## src/rtl/seq_chunk_adder_pkg.sv

```systemverilog
// seq_chunk_adder_pkg: shared FSM state encoding for the chunked sequential adder
package seq_chunk_adder_pkg;
  typedef enum logic [1:0] {
    IDLE = 2'd0,
    RUN  = 2'd1,
    DONE = 2'd2
  } state_t;
endpackage

```

## src/rtl/seq_chunk_adder_chunk_add.sv

```systemverilog
// chunk_add: combinational CHUNK-bit slice adder with carry in/out
module chunk_add #(
  parameter int CHUNK = 4
) (
  input  logic [CHUNK-1:0] a,
  input  logic [CHUNK-1:0] b,
  input  logic             ci,
  output logic [CHUNK-1:0] s,
  output logic             co
);
  assign {co, s} = {1'b0, a} + {1'b0, b} + {{CHUNK{1'b0}}, ci};
endmodule

```

## src/rtl/seq_chunk_adder.sv

```systemverilog
// seq_chunk_adder: adds/subtracts WIDTH-bit operands CHUNK bits per cycle behind a valid/ready handshake
module seq_chunk_adder
  import seq_chunk_adder_pkg::*;
#(
  parameter int WIDTH = 16,
  parameter int CHUNK = 4
) (
  input  logic             clk,
  input  logic             rst,
  input  logic [WIDTH-1:0] A,
  input  logic [WIDTH-1:0] B,
  input  logic             Cin,
  input  logic             sub,
  input  logic             in_valid,
  output logic             in_ready,
  output logic [WIDTH-1:0] Sum,
  output logic             Cout,
  output logic             ovf,
  output logic             out_valid,
  input  logic             out_ready
);
  localparam int NCHUNK = WIDTH / CHUNK;
  localparam int KW = (NCHUNK > 1) ? $clog2(NCHUNK) : 1;
  localparam logic [KW-1:0] KLAST = KW'(NCHUNK - 1);
  state_t state, state_nxt;
  logic [WIDTH-1:0] a_q, b_q, smask, sval;
  logic [KW-1:0] k;
  logic [CHUNK-1:0] s;
  logic carry, co, accept, last;
  assign accept = in_valid && in_ready;
  assign last = k == KLAST;
  // operands shift down each cycle, so the active chunk (and finally the MSB) sits in the low bits
  chunk_add #(.CHUNK(CHUNK)) u_add (
    .a (a_q[CHUNK-1:0]),
    .b (b_q[CHUNK-1:0]),
    .ci(carry),
    .s (s),
    .co(co)
  );
  assign smask = WIDTH'({CHUNK{1'b1}}) << (32'(k) * CHUNK);
  assign sval = WIDTH'(s) << (32'(k) * CHUNK);
  always_ff @(posedge clk)
    if (rst) state <= IDLE;
    else state <= state_nxt;
  always_comb
    state_nxt = (state == IDLE) ? (in_valid ? RUN : IDLE) :
                (state == RUN)  ? (last ? DONE : RUN) :
                                  (out_ready ? IDLE : DONE);
  always_comb begin
    in_ready = state == IDLE;
    out_valid = state == DONE;
  end
  always_ff @(posedge clk)
    if (rst) begin
      a_q <= '0;
      b_q <= '0;
      carry <= 1'b0;
      k <= '0;
      Sum <= '0;
      Cout <= 1'b0;
      ovf <= 1'b0;
    end else if (accept) begin
      a_q <= A;
      b_q <= sub ? ~B : B;
      carry <= sub ? ~Cin : Cin;
      k <= '0;
    end else if (state == RUN) begin
      a_q <= a_q >> CHUNK;
      b_q <= b_q >> CHUNK;
      carry <= co;
      k <= last ? '0 : k + KW'(1);
      Sum <= (Sum & ~smask) | sval;
      if (last) begin
        Cout <= co;
        ovf <= (a_q[CHUNK-1] == b_q[CHUNK-1]) && (s[CHUNK-1] != a_q[CHUNK-1]);
      end
    end
endmodule

```

## config.mk

```make
export PLATFORM = sky130hd
export DESIGN_NAME = seq_chunk_adder
export DESIGN_NICKNAME = d
export VERILOG_FILES = /design/src/rtl/seq_chunk_adder_pkg.sv /design/src/rtl/seq_chunk_adder_chunk_add.sv /design/src/rtl/seq_chunk_adder.sv
export SDC_FILE = /design/constraint.sdc
export NUM_CORES = 1
export LEC_CHECK = 0
export ABC_AREA = 1
export ABC_CLOCK_PERIOD_IN_PS = 1630
export CORE_MARGIN = 1.5
export CORE_UTILIZATION = 25
export CTS_CLUSTER_SIZE = 12
export DETAILED_ROUTE_END_ITERATION = 8
export GPL_TIMING_DRIVEN = 0
export SLEW_MARGIN = 30
export SYNTH_ARGS = -nofsm -noshare
export SYNTH_HDL_FRONTEND = slang
export SYNTH_SLANG_ARGS = --single-unit
```

## constraint.sdc

```tcl
create_clock -name clk -period 1.63 [get_ports clk]
set_input_delay 0.2445 -clock clk [delete_from_list [all_inputs] [get_ports clk]]
set_output_delay 0.2445 -clock clk [all_outputs]
set_load 0.02 [all_outputs]
```

# Word-level counts from Yosys, hierarchy flattened
# Index checks and enable logic that the tools add are counted.
dict set report totals {
  reg_bits 55
  inputBits 38
  out_inout_bits 20
}
dict set report classes {
  addsub 3
  eq_ne 5
  shifts 2
  mux 14
  bitwise 6
  n_reduce_logical 7
}
# op count
set ops {}
lappend ops {{$mux 16} 5}
lappend ops {{$not 16->16} 2}
lappend ops {{$and 16x16->16} 1}
lappend ops {{$or 16x16->16} 1}
lappend ops {{$shl 4x4->16} 1}
lappend ops {{$shl 4x4->16 const A} 1}
lappend ops {{$mux 2} 5}
lappend ops {{$add 4x4->5} 1}
lappend ops {{$add 5x1->5} 1}
lappend ops {{$eq 2x2->1 const B} 2}
lappend ops {{$mux 1} 4}
lappend ops {{$reduce_and 3->1} 1}
lappend ops {{$add 2x1->2 const B} 1}
lappend ops {{$eq 2x1->1 const B} 1}
lappend ops {{$logic_and 1x1->1} 2}
lappend ops {{$logic_not 2->1} 1}
lappend ops {{$not 1->1} 2}
lappend ops {{$reduce_and 2->1} 1}
lappend ops {{$reduce_bool 2->1} 1}
lappend ops {{$reduce_or 2->1} 1}
lappend ops {{$eq 1x1->1} 1}
lappend ops {{$ne 1x1->1} 1}

# Logic depth before layout (Yosys ltp)
# Gate-level depths: netlist of run 1.
dict set report depth {
  ltp_word 4
  mapped_depth 9
  mapped_depth_nobuf 8
}

# Cells and area by module
# From an unflattened synthesis of run 1, not the netlist that was laid out.
dict set report hier_totals {
  cells_unflattened 437
  hier_area_um2 2970.3
}
# module n_inst cells_each area_per_inst_um2
set modules_own_cells {}
lappend modules_own_cells {seq_chunk_adder 1 412 2805.2}
lappend modules_own_cells {chunk_add 1 25 165.2}

# Worst setup path after synthesis of run 1
# No wires, ideal clock.
dict set report synth_timing {
  path_kind {flip-flop to flip-flop}
  from {register a_q[0]}
  to {register Sum[10]}
  arrival_time_ns 1.608
  setup_slack_ns -0.105
  stages_incl_launch_ff 7
  n_path_buf 0
  synth_period_minus_slack_ns 1.735
  path_cell_list {dfxtp_1 -> fa_1 -> fa_1 -> xnor2_1 -> nor2_1 -> a22oi_1 -> nor2_1}
}
dict set report synth_via {
  elab_chain_cells 4
}
# item line
set synth_rtl {}
lappend synth_rtl {{start: declaration} seq_chunk_adder.sv:26} ;# logic [WIDTH-1:0] a_q, b_q, smask, sval;
lappend synth_rtl {{start signal: assignment} seq_chunk_adder.sv:68} ;# a_q <= a_q >> CHUNK;
lappend synth_rtl {{$add 4x4->5} seq_chunk_adder_chunk_add.sv:11} ;# assign {co, s} = {1'b0, a} + {1'b0, b} + {{CHUNK{1'b0}}, ci};
lappend synth_rtl {{$add 5x1->5} seq_chunk_adder_chunk_add.sv:11}
lappend synth_rtl {{$shl 4x4->16} seq_chunk_adder.sv:41} ;# assign sval = WIDTH'(s) << (32'(k) * CHUNK);
lappend synth_rtl {{$or 16x16->16} seq_chunk_adder.sv:72} ;# Sum <= (Sum & ~smask) | sval;
lappend synth_rtl {{end signal: assignment} seq_chunk_adder.sv:72}
lappend synth_rtl {{end: declaration} seq_chunk_adder.sv:16} ;# output logic [WIDTH-1:0] Sum,
# Every way passes these cells.
# A chain may end at the register's enable or synchronous reset.

# Worst setup path after layout of run 1
dict set report layout_timing {
  from {register carry}
  to {register Sum[10]}
}
dict set report layout_via {
  elab_chain_cells 3
}
# item line
set layout_rtl {}
lappend layout_rtl {{start: declaration} seq_chunk_adder.sv:29} ;# logic carry, co, accept, last;
lappend layout_rtl {{start signal: assignment} seq_chunk_adder.sv:65} ;# carry <= sub ? ~Cin : Cin;
lappend layout_rtl {{start signal: assignment} seq_chunk_adder.sv:70} ;# carry <= co;
lappend layout_rtl {{$add 5x1->5} seq_chunk_adder_chunk_add.sv:11}
lappend layout_rtl {{$shl 4x4->16} seq_chunk_adder.sv:41}
lappend layout_rtl {{$or 16x16->16} seq_chunk_adder.sv:72}
# Every way passes these cells.

==> results of run 1 <==
what timing repair did:
item | in CTS | in global routing
setup buffers | 0 | 1
endpoints found under the hold margin | 0 | 0
setup endpoints to repair | 11 | 10
pin swaps | 7 | 12
gates cloned | 0 | 0
resized for setup | 8 | 8
final cells by class:
| type | instances | area [um2] | share of cell area |
|---|---|---|---|
| Clock buffer | 8 | 100 | 0.0288 |
| Multi-Input combinational cell | 247 | 1340 | 0.385 |
| Sequential cell | 55 | 1100 | 0.317 |
| Timing Repair Buffer | 58 | 576 | 0.166 |
| Tap cell | 133 | 166 | 0.0479 |
| Buffer | 17 | 111 | 0.0320 |
| Inverter | 21 | 81.3 | 0.0234 |
layer usage:
| metal | track usage | wire length, um | vias up |
|---|---|---|---|
| met1 | 0.156 | 3150 | 1060 |
| met4 | 0.0401 | 152 | 0 |
| met2 | 0.202 | 2840 | 64 |
| li1 | - | - | 1231 |
| met5 | 0 | 0 | - |
| met3 | 0.0287 | 344 | 14 |
per-stage QoR:
| step | setup WS, ps | area, um2 | std cells | power [mW] | utilization |
|---|---|---|---|---|---|
| final | -169 | 3480 | 539 | 3.06 | 0.351 |
| after global routing | -275 | 3480 | 539 | 3.24 | 0.351 |
| after floorplan | 0.0148 | 2590 | 340 | 1.98 | - |
| after CTS | -118 | 3440 | 538 | 3.07 | 0.347 |
| after global placement | -238 | 3330 | 530 | 2.23 | 0.336 |
| after detailed placement | -224 | 3330 | 530 | 2.25 | 0.336 |
worst max-delay path by stage:
stage	from	end	slack, ps
after detailed placement	rst	Sum[1]	-220
after CTS	a_q[0]	Sum[2]	-120
after floorplan	a_q[0]	Sum[9]	0.01
final	carry	Sum[10]	-170
after global placement	rst	Sum[3]	-240
after global routing	carry	Sum[10]	-270
kinds of logic after synthesis:
logic type | count (synthesis) | share of synthesized area
simple gates | 167 | 0.269
compound gates | 59 | 0.140
flops | 55 | 0.426
buf+inv | 38 | 0.0746
xor+xnor | 12 | 0.0407
fa+ha+maj | 9 | 0.0494
power breakdown:
group	leakage, nW	internal, mW	switching, mW
Combinational	0.824	0.324	0.412
Sequential	0.450	1.44	0.0622
Clock	0.0515	0.389	0.434
synthesized netlist by cell type (3+ instances only):
cell      instances  area [um2]
inv_1            17        63.8
nand3_1          15        75.1
a21oi_1          24         120
buf_4             3        22.5
xnor2_1           7        61.3
ha_1              7        87.6
o211ai_1          5        37.5
dfxtp_1          55        1100
or2_2             6        37.5
buf_6             4        45.0
xor2_1            5        43.8
a22oi_1           4        30.0
clkbuf_1          5        18.8
a31oi_1          18         113
nor2_1           14        52.6
nand2_1         125         469
buf_2             5        25.0
worst max-delay path: stages (launching register included):
cell and delay (ps):
dfxtp_2 340, fa_2 420, fa_2 410, xnor2_2 230
nor2_2 70, a22oi_1 160, nor2_1 70
state kept, by name, summed over array words and instances (netlist names):
signal and flops:
Cout 1, Sum 16, a_q 16, b_q 16, carry 1, k 2, ovf 1, state 2
==> summary.txt, run 1 <==
CTS
  – Sink Count: 55
  – Clk slew on worst S/H paths: 90 ps
  – H-tree depth reported by CTS: 2
  – Post-CTS Hold Fix Bufs: 0
  – Clock Latency Late Sink: approximately 310 ps
  – TritonCTS Buffers: 5
  – CTS tree: done
  – Clk buf depth: 2
  – Clock root buffer: clkbuf_8

Floorplanning
  – Die Footprint: 10900 um2
  – Core area: about 9900 um2
  – Initial Utilization: 0.261
  – Die width: 105 um
  – Row Count: 36
  – Die Y-Extent: 105 um
  – Num ports: 58

STA
  – Max_slew headroom: 0.596
  – Final Max Tran Viols: 0
  – Final Hold Violating Endpoints: 0
  – Setup Skew: 7.37 ps
  – Hold_ws: 464 ps
  – Unrepaired setup endpoints after global routing: true
  – Worst slew pin tran: ~610 ps
  – Fmax: between 500 and 600 MHz
  – Tcrit/Tclk final: 1.10
  – Setup_tns: -1080 ps
  – Fin crit period: ~1800 ps
  – Worst Slack Setup Final: -169 ps
  – Setup Viol. Count Final: 10

Synthesis
  – Synth async-reset ratio: 0
  – Synth Area per Inst: 7.60 um2
  – Syn nets: 387
  – Synth Cell Area: 2580 um2
  – Flop and latch count out of synthesis: 55
  – Seq/Total Area, Yosys: 0.426
  – Cells after synthesis: 340
  – Synth warn: 0
  – Post-synthesis cell type count: 32
  – Number of flops mapped to enable cells by yosys: 0
  – Main flop type after synthesis: dfxtp_1

Worst setup path
  – Critical Path Start Type: register
  – Reg-to-reg startpoint: carry
  – CP max FO: 2
  – WP data arrival: around 2000 ps
  – CP required: 1820 ps
  – Crit path capture type: register
  – R2r setup slk: -170 ps
  – R2r worst-path depth: 6
  – FF-to-FF End: Sum[10]
  – Setup Crit Path Kind: reg -> reg

Route
  – DR DRC count: 0
  – Vias: 2369
  – Drt via density: approximately 4.4
  – Pre-antenna DRT Iters: 4
  – DR iter-0 viols: 85
  – Post-route ant nets: 0
  – Final WL: 6490 um
  – WL/cell: about 12 um

GRT
  – Pin count of the biggest net entering global routing: 16
  – Initial antenna violation count: 0
  – Tot GR Track Use: 0.122
  – First-pass GRT wire length: 10900 um
  – Vias in the first global route: around 2300
  – Congestion Overflow GR: 0

Cells and area
  – Fillers: 1063
  – Area grow syn2layout: 34.6%
  – Leading cell type in the layout, fill and taps excluded: nand2_1
  – Layout cells sized above 1: 0.128
  – Most frequent cells in the layout: nand2_1 (124), clkdlybuf4s50_1 (55), dfxtp_1 (53), a21oi_1 (22), a31oi_1 (18)
  – Final net count: between 400 and 500
  – Antenna fix cells: 0

Run status
  – Status: finished with violations
  – Failing checks: setup timing

Worst hold path
  – Hold Path Sink: a_q[12]
  – Hold crit path type: reg -> reg
  – Hold_sp: a_q[12]
  – WHS Path Cells: 2

Power and ir drop
  – Peak VDD IR: 0.000404 V
  – Static leakage: 1.32 nW
  – P per Cell Area: 880 nW/um2

Flow run
  – Max-cap violations: 0

Place
  – HPWL Detailed: 5040 um
  – Number of I/O port buffers: 57
  – Gp weighted congestion: 0.819
(Power assumes the default switching activity.)
==> run 2, diff against run 1 <==
--- a/config.mk
+++ b/config.mk
@@ -9,7 +9,7 @@
 export ABC_CLOCK_PERIOD_IN_PS = 1630
 export CORE_MARGIN = 1.5
 export CORE_UTILIZATION = 25
-export CTS_CLUSTER_SIZE = 12
+export CTS_CLUSTER_SIZE = 14
 export DETAILED_ROUTE_END_ITERATION = 8
 export GPL_TIMING_DRIVEN = 0
 export SLEW_MARGIN = 30
==> results of run 2 <==
No change in the layout: final DEF, timing and power equal those of run 1.
